===== config.mk =====
export PLATFORM = sky130hd
export DESIGN_NAME = cm_sort_ser_flat
export DESIGN_NICKNAME = d
export VERILOG_FILES = /design/src/rtl/cm_sort_ser_pkg.sv /design/src/rtl/cm_sort_ser_if.sv /design/src/rtl/cm_sort_ser.sv /design/src/flat_wrapper.sv
export SDC_FILE = /design/constraint.sdc
export NUM_CORES = 1
export LEC_CHECK = 0
export BUFFER_PORTS_ARGS = -buffer_cell sky130_fd_sc_hd__buf_2
export CAP_MARGIN = 20
export CORE_MARGIN = 2
export CORE_UTILIZATION = 57
export CTS_CLUSTER_SIZE = 30
export DETAILED_ROUTE_END_ITERATION = 10
export PLACE_DENSITY = 0.8
export SYNTH_ARGS = -nofsm -noshare
export SYNTH_HDL_FRONTEND = slang
export SYNTH_SLANG_ARGS = --single-unit

===== constraint.sdc =====
create_clock -name i_clk -period 2.7 [get_ports i_clk]
set_input_delay 0 -clock i_clk [delete_from_list [all_inputs] [get_ports i_clk]]
set_output_delay 0 -clock i_clk [all_outputs]
set_load 0.1 [all_outputs]

===== src/rtl/cm_sort_ser_pkg.sv =====
// Shared types and helpers for the sorted-vector serializer.
// Holds the FSM state enum and the duplicate-skip index search.
package cm_sort_ser_pkg;

  typedef enum logic {
    SER_IDLE,
    SER_EMIT
  } t_sort_ser_state;

  // Lowest j above idx whose neq bit is set; idx itself if none.
  function automatic int ser_next_idx(
    input logic [31:0] neq,
    input int          idx
  );
    int r;
    r = idx;
    for (int j = 31; j >= 0; j--) begin
      if (j > idx && neq[j]) r = j;
    end
    return r;
  endfunction

endpackage


===== src/rtl/cm_sort_ser_if.sv =====
// Vector-in / element-out handshake bundle for cm_sort_ser.
// master drives the vector and consumer ready; slave is the serializer.
interface cm_sort_ser_if #(
  parameter int DCNT   = 4,
  parameter int DWIDTH = 8
);
  localparam int IW = (DCNT > 1) ? $clog2(DCNT) : 1;

  logic                   i_vld;
  logic                   o_rdy;
  logic [DCNT*DWIDTH-1:0] i_data;
  logic                   o_vld;
  logic                   i_rdy;
  logic [DWIDTH-1:0]      o_data;
  logic [IW-1:0]          o_idx;
  logic                   o_last;

  modport master (
    output i_vld, i_data, i_rdy,
    input  o_rdy, o_vld, o_data, o_idx, o_last
  );

  modport slave (
    input  i_vld, i_data, i_rdy,
    output o_rdy, o_vld, o_data, o_idx, o_last
  );
endinterface


===== src/rtl/cm_sort_ser.sv =====
// Buffers one sorted vector and emits it one element per beat,
// lowest first, with optional skipping of repeated values.
module cm_sort_ser
  import cm_sort_ser_pkg::*;
#(
  parameter int DCNT   = 4,
  parameter int DWIDTH = 8,
  parameter bit DEDUP  = 1'b0
) (
  input  logic          i_clk,
  input  logic          i_rst_n,
  cm_sort_ser_if.slave  bus
);
  localparam int IW = (DCNT > 1) ? $clog2(DCNT) : 1;
  localparam int VW = DCNT * DWIDTH;

  t_sort_ser_state   state_q, state_d;
  logic [IW-1:0]     idx_q, idx_d;
  logic [VW-1:0]     mem_q, mem_d;

  logic [DWIDTH-1:0] cur;
  logic [31:0]       neq;
  logic [IW-1:0]     nxt;
  logic              last;
  logic              in_xfer;
  logic              out_xfer;

  always_comb begin
    cur = mem_q[idx_q*DWIDTH +: DWIDTH];
    neq = '0;
    for (int j = 0; j < DCNT; j++) begin
      neq[j] = mem_q[j*DWIDTH +: DWIDTH] != cur;
    end
    // Sorted input: last element equal to current means no new value remains.
    if (DEDUP) begin
      nxt  = IW'(ser_next_idx(neq, int'(idx_q)));
      last = mem_q[(DCNT-1)*DWIDTH +: DWIDTH] == cur;
    end else begin
      nxt  = idx_q + IW'(1);
      last = idx_q == IW'(DCNT-1);
    end
  end

  assign bus.o_vld  = state_q == SER_EMIT;
  assign bus.o_data = cur;
  assign bus.o_idx  = idx_q;
  assign bus.o_last = bus.o_vld & last;
  assign out_xfer   = bus.o_vld & bus.i_rdy;
  assign bus.o_rdy  = (state_q == SER_IDLE) | (out_xfer & last);
  assign in_xfer    = bus.i_vld & bus.o_rdy;

  always_comb begin
    state_d = state_q;
    idx_d   = idx_q;
    mem_d   = mem_q;
    unique case (state_q)
      SER_IDLE: begin
        if (in_xfer) begin
          mem_d   = bus.i_data;
          idx_d   = '0;
          state_d = SER_EMIT;
        end
      end
      SER_EMIT: begin
        if (out_xfer) begin
          if (!last) begin
            idx_d = nxt;
          end else if (in_xfer) begin
            mem_d = bus.i_data;
            idx_d = '0;
          end else begin
            idx_d   = '0;
            state_d = SER_IDLE;
          end
        end
      end
      default: state_d = SER_IDLE;
    endcase
  end

  always_ff @(posedge i_clk or negedge i_rst_n) begin
    if (!i_rst_n) begin
      state_q <= SER_IDLE;
      idx_q   <= '0;
      mem_q   <= '0;
    end else begin
      state_q <= state_d;
      idx_q   <= idx_d;
      mem_q   <= mem_d;
    end
  end

endmodule

===== src/flat_wrapper.sv =====
// flat-port wrapper written by rule: the top's interface ports become plain ports
module cm_sort_ser_flat import cm_sort_ser_pkg::*;
#(
  parameter int DCNT   = 4,
  parameter int DWIDTH = 8,
  parameter bit DEDUP  = 1'b0
)
  (i_clk, i_rst_n, bus_i_vld, bus_i_data, bus_i_rdy, bus_o_rdy, bus_o_vld, bus_o_data, bus_o_idx, bus_o_last);
  cm_sort_ser_if #(.DCNT(DCNT), .DWIDTH(DWIDTH)) bus_i ();
  input  logic i_clk;
  input  logic i_rst_n;
  input wire logic [$bits(bus_i.i_vld)-1:0] bus_i_vld;
  input wire logic [$bits(bus_i.i_data)-1:0] bus_i_data;
  input wire logic [$bits(bus_i.i_rdy)-1:0] bus_i_rdy;
  output wire logic [$bits(bus_i.o_rdy)-1:0] bus_o_rdy;
  output wire logic [$bits(bus_i.o_vld)-1:0] bus_o_vld;
  output wire logic [$bits(bus_i.o_data)-1:0] bus_o_data;
  output wire logic [$bits(bus_i.o_idx)-1:0] bus_o_idx;
  output wire logic [$bits(bus_i.o_last)-1:0] bus_o_last;
  assign bus_i.i_vld = bus_i_vld;
  assign bus_i.i_data = bus_i_data;
  assign bus_i.i_rdy = bus_i_rdy;
  assign bus_o_rdy = bus_i.o_rdy;
  assign bus_o_vld = bus_i.o_vld;
  assign bus_o_data = bus_i.o_data;
  assign bus_o_idx = bus_i.o_idx;
  assign bus_o_last = bus_i.o_last;
  cm_sort_ser #(.DCNT(DCNT), .DWIDTH(DWIDTH), .DEDUP(DEDUP)) u_core (.i_clk(i_clk), .i_rst_n(i_rst_n), .bus(bus_i));
endmodule

# Word-level counts from Yosys, hierarchy flattened
# Cells that the tools add are included.
[word_totals]
regBits = 35
input_bits = 36
output_inout_bits = 13
word_cells = 29
[op_classes]
add_sub_neg = 1
eq_ne = 4
shift = 1
n_mux = 12
bitwise_logic = 6
n_reduce_logical = 2
[ops]
columns = ["cell", "count"]
rows = [
  ["32-bit two-way mux", 3],
  ["32-bit case mux with 2 select lines", 1],
  ["32-bit by 6-bit variable part select with 8-bit output", 1],
  ["2-bit two-way mux", 3],
  ["1-bit AND", 4],
  ["2-bit != test (second input constant)", 2],
  ["2-bit case mux with 2 select lines", 1],
  ["2-bit AND reduction", 2],
  ["1-bit two-way mux", 3],
  ["2-bit by 1-bit adder with 2-bit output (second input constant)", 1],
  ["2-bit equality test (second input constant)", 1],
  ["2-bit by 1-bit != test with 1-bit output (second input constant)", 1],
  ["1-bit case mux with 2 select lines", 1],
  ["1-bit inverter", 1],
  ["1-bit OR", 1],
]

# Longest topological paths before layout
[logic_depth]
ltp_word = 8
ltp_mapped = 5
mapped_depth_nobuf = 3

# Worst setup path after synthesis
# No wires, ideal clock.
[synth_path]
path_kind = "reg-to-output"
start = "reg u_core.idx_q[0] (netlist: u_core.bus.o_idx[0])"
end = "out bus_o_data[0]"
t_arrival_ns = 2.124
required_time_ns = 2.700
setup_slack_ns = 0.576
stages_incl_launch_ff = 3
path_buffers = 1
cell_sequence = "dfrtp_1 > buf_2 > mux4_2"
[synth_via]
elab_chain_len = 1
[synth_lines]
columns = ["item", "line", "rtl"]
rows = [
  ["from (decl)", "cm_sort_ser.sv:18", "logic [IW-1:0] idx_q, idx_d;"],
  ["from (signal assigned)", "cm_sort_ser.sv:88", "idx_q <= idx_d;"],
  ["32-bit by 6-bit variable part select with 8-bit output", "cm_sort_ser.sv:29", "cur = mem_q[idx_q*DWIDTH +: DWIDTH];"],
  ["to (decl)", "flat_wrapper.sv:17", "output wire logic [$bits(bus_i.o_data)-1:0] bus_o_data;"],
]
# No other way between the ends.

# Worst setup path after layout
[layout_path]
start = "reg u_core.idx_q[0] (netlist: u_core.bus.o_idx[0])"
end = "out bus_o_rdy"
[layout_via]
elab_chain_len = 3
[layout_lines]
columns = ["item", "line", "rtl"]
rows = [
  ["2-bit equality test", "cm_sort_ser.sv:40", "last = idx_q == IW'(DCNT-1);"],
  ["1-bit AND", "cm_sort_ser.sv:49", "assign bus.o_rdy = (state_q == SER_IDLE) | (out_xfer & last);"],
  ["1-bit OR", "cm_sort_ser.sv:49", ""],
  ["to (decl)", "flat_wrapper.sv:15", "output wire logic [$bits(bus_i.o_rdy)-1:0] bus_o_rdy;"],
]
# No other way between the ends.

==> results.txt <==
The share of total power in the clock network was 0.072; the clock input transition at the sequential cells of the worst setup and hold paths was 90 ps. The reg-to-reg critical path startpoint was u_core.bus.o_idx[0]. Clock tree synthesis inserted a total of 5 buffers.

The run gives 203 as the net count of the mapped netlist. The portion of synthesized cell area occupied by the leading cell type works out to 0.436. The worst hold path startpoint is bus_i_data[7]. For the pin with the worst max-slew slack, the measured transition is 768 ps. For this run, the slowest stage of the critical path takes 610 ps. The total of endpoints with negative setup slack in the final report is 0, and the synthesized area per cell is 12.1 µm². The count of nets left with antenna violations once routing finished came out at 0. The count of pins over their slew limit is 0. IR analysis of the VDD net gives a maximum drop of 569 µV. Post-synthesis cell type with the largest combined area: dfrtp_1. The cell sitting at the root of the clock tree is a clkbuf_4. Based on the critical path, the design can be clocked at up to 464 MHz. The register area share after synthesis is 0.436, and the net switching component of the power is 0.00187 W.

Dividing total power by cell area gives a power density of 1350 mW/mm². Dividing the detail-routed wire length by the instance count gives 15.8 µm. Yosys attributes the largest share of cell area to dfrtp_1, o32ai_2, mux4_2. The via count of the first global-routing pass was 1722. The total number of clock tree sinks was 35.

The worst setup timing slack at the placement stage came out at 690 ps. The signed area change from the synthesized netlist to the final layout was 28.8%; the relative max-transition margin was 0.488. Number of ports placed on the die boundary: 49. Measured along the y axis, the die boundary spans 63.4 µm. Share of the cycle needed by the critical path after routing: 0.798.

The combinational share of power is 0.644, and the gate count of the mapped netlist is 166. The run gives 0.00201 mm² as the area of the mapped netlist. Die width: 63.4 µm. The tools report the vias after detailed routing as 1556. The top cell family by delay on the critical path is flip-flops.

STA classifies the critical path endpoint as a primary output. The fraction of final layout cells sized beyond drive strength 1 was 0.403. The layout has 234 filler cells. For the worst setup path, the data arrival time is 2150 ps. The congestion estimate from routability-driven global placement came to 0.735. The logs give 0 for the number of antenna violations at the first check in global routing and 1.23 nW for the leakage dissipation.

The routed design has 4490 µm of wire. The HPWL after detailed placement is 2670 µm, and the number of gates resized after CTS is 0. The clock period could shrink to 2150 ps. The floorplan has 21 rows. The number of nets in the layout is 276.

The worst hold path belongs to the class in2reg. For this run the aggregate overflow at the end of global routing stands at 0. The share of total power in sequential cells is 0.284, and the count of unique library cells instantiated by Yosys is 20.

The run gives 4 as the detailed-router iteration count before antenna repair. The number of maximum-capacitance constraint violations was 0; the starting density of the core was 0.597. The floorplan step defined a die boundary enclosing 0.00402 mm². Setup repair after global routing left no endpoint under its margin. The later pin in the worst-skew pair is clocked with a latency of 330 ps. The summed negative setup slack over all endpoints came out at 0 ps. The internal power of the cells totals 0.00161 W. The tools report the global-route wire length before repair as 7860 µm. For the number of synthesis warnings, the log shows 0.

The largest buffer count on any clock path was 2; the largest fanout of any net on the critical path was 12. After floorplanning, the core was sized to cover 0.00336 mm². For the register-to-register setup slack, the log shows 700 ps.

In the routed layout, each cell is associated on average with a via count of 5.48. In this run the tool buffered the top-level ports with 48 buffer cells. Fraction of power spent switching nets: 0.537.

The worst setup path is of the reg2out kind. After synthesis the netlist holds a flip-flop and latch count of 35. The violation count after the first detailed-route iteration came out at 89. The H-tree depth was 2. The pin count of the biggest net entering global routing was 37. After detailed routing, the number of remaining DRC violations is 0. The tools report the least setup slack across all paths after layout as 545 ps. At the worst endpoint, the required time is 2700 ps. The repair_antennas step left the layout with diodes totalling 0. TritonCTS built the clock tree. The worst setup path is launched from a flip-flop.

Worst setup path startpoint: u_core.bus.o_idx[0]. The flow ran to the end, and the final reports show no timing, DRC or antenna violations. Counting both buffers and inverters, the worst setup path holds a total of 2. The number of hold-slack violations in the final timing report came out at 0. For this design, the slowest cell found on the critical path is dfrtp_1. Traced cell by cell, the critical path runs through ha_1, a21boi_4, inv_2, buf_2. The maximum clock skew at final layout is 4.50 ps.

The combined global-route utilization of all metal layers was 0.253.
routing by layer:
layer  wire (µm)  global-route usage  part of all wire  vias up
met2        2440               0.438              0.54       55
met4          77              0.0788             0.017        0
met3         204              0.0679             0.045        8
met1        1770               0.307              0.39      762
met5           0                   0                 0        -
li1            -                   -                 -      731
logic make-up (layout without fill, tap and decap cells):
logic type,Yosys count,after routing,synth area share
buf+inv,49,121,0.119
simple gates,37,37,0.0772
mux,9,9,0.0946
fa+ha+maj,1,1,0.00623
compound gates,35,35,0.267
flops,35,35,0.436
synth_stat cells:
cell type  instances
a21boi_2           1
a32o_1             2
and2_1             1
and2b_1            1
and3_4             1
buf_2              5
buf_4              3
buf_6              5
clkbuf_1           3
dfrtp_1           35
ha_1               1
inv_1             32
inv_2              1
mux2i_1            1
mux4_2             8
nand2_1           32
nor2_1             1
o32ai_1            2
o32ai_2           30
or2_1              1
worst reg2reg max path: stages (launching register included):
cell and delay, ps:
dfrtp_1 740, ha_1 360, and3_4 580, o32ai_2 180
placed cells by master, fill, tap and decap left out, drive strengths merged:
cell         instances
and3                 1
nand2               32
dfrtp               35
mux4                 8
or2                  1
inv                 33
a21boi               1
a32o                 2
dlygate4sd3         32
ha                   1
nor2                 1
and2b                1
and2                 1
clkbuf               6
mux2i                1
o32ai               32
buf                 50
power by group through the flow:
stage	registers [W]	clock network, W	logic, W
2_1_floorplan	0.00100	0	0.00189
3_3_place_gp	0.000972	0	0.00217
3_5_place_dp	0.000993	0	0.00221
4_1_cts	0.000981	0.000259	0.00225
5_1_grt	0.00102	0.000288	0.00234
6_report	0.000988	0.000251	0.00225
cell type report:
class | count | area [µm²] | area share
multi-input combinational | 82 | 902 | 0.348
sequential | 35 | 876 | 0.338
timing repair buffer | 82 | 588 | 0.227
inverter | 33 | 124 | 0.0478
tap | 46 | 57.6 | 0.0222
clock buffer | 6 | 41.3 | 0.0159
stage by stage:
| step | total power [W] | instance area, µm² | utilization | std cells | hold WS, ps |
|---|---|---|---|---|---|
| after CTS | 0.00349 | 2590 | 0.770 | 284 | 15.2 |
| after global routing | 0.00365 | 2590 | 0.770 | 284 | 11.7 |
| after floorplan | 0.00290 | 2010 | - | 166 | -296 |
| final | 0.00348 | 2590 | 0.770 | 284 | 22.2 |
| after detailed placement | 0.00320 | 2230 | 0.662 | 246 | 119 |
| after global placement | 0.00314 | 2230 | 0.662 | 246 | 107 |
final timing paths:
| path | cells past startpoint | endpoint |
|---|---|---|
| min in group asynchronous | 2 | u_core.mem_q[4] |
| min reg2reg | 2 | u_core.mem_q[14] |
| max in group asynchronous | 2 | u_core.mem_q[5] |
| min | 3 | u_core.mem_q[7] |
| max | 4 | bus_o_rdy |
| max reg2reg | 3 | u_core.mem_q[1] |
state kept, by name, indices dropped and copies added, names as in the netlist:
register / flops
u_core.mem_q: 32
u_core.bus.o_vld: 1
u_core.bus.o_idx: 2
timing repair:
| action | CTS | global route |
|---|---|---|
| hold buffers | 32 | 0 |
| hold endpoints to repair | 66 | 0 |
| buffers inserted | 0 | 0 |
(Power assumes the default switching activity.)
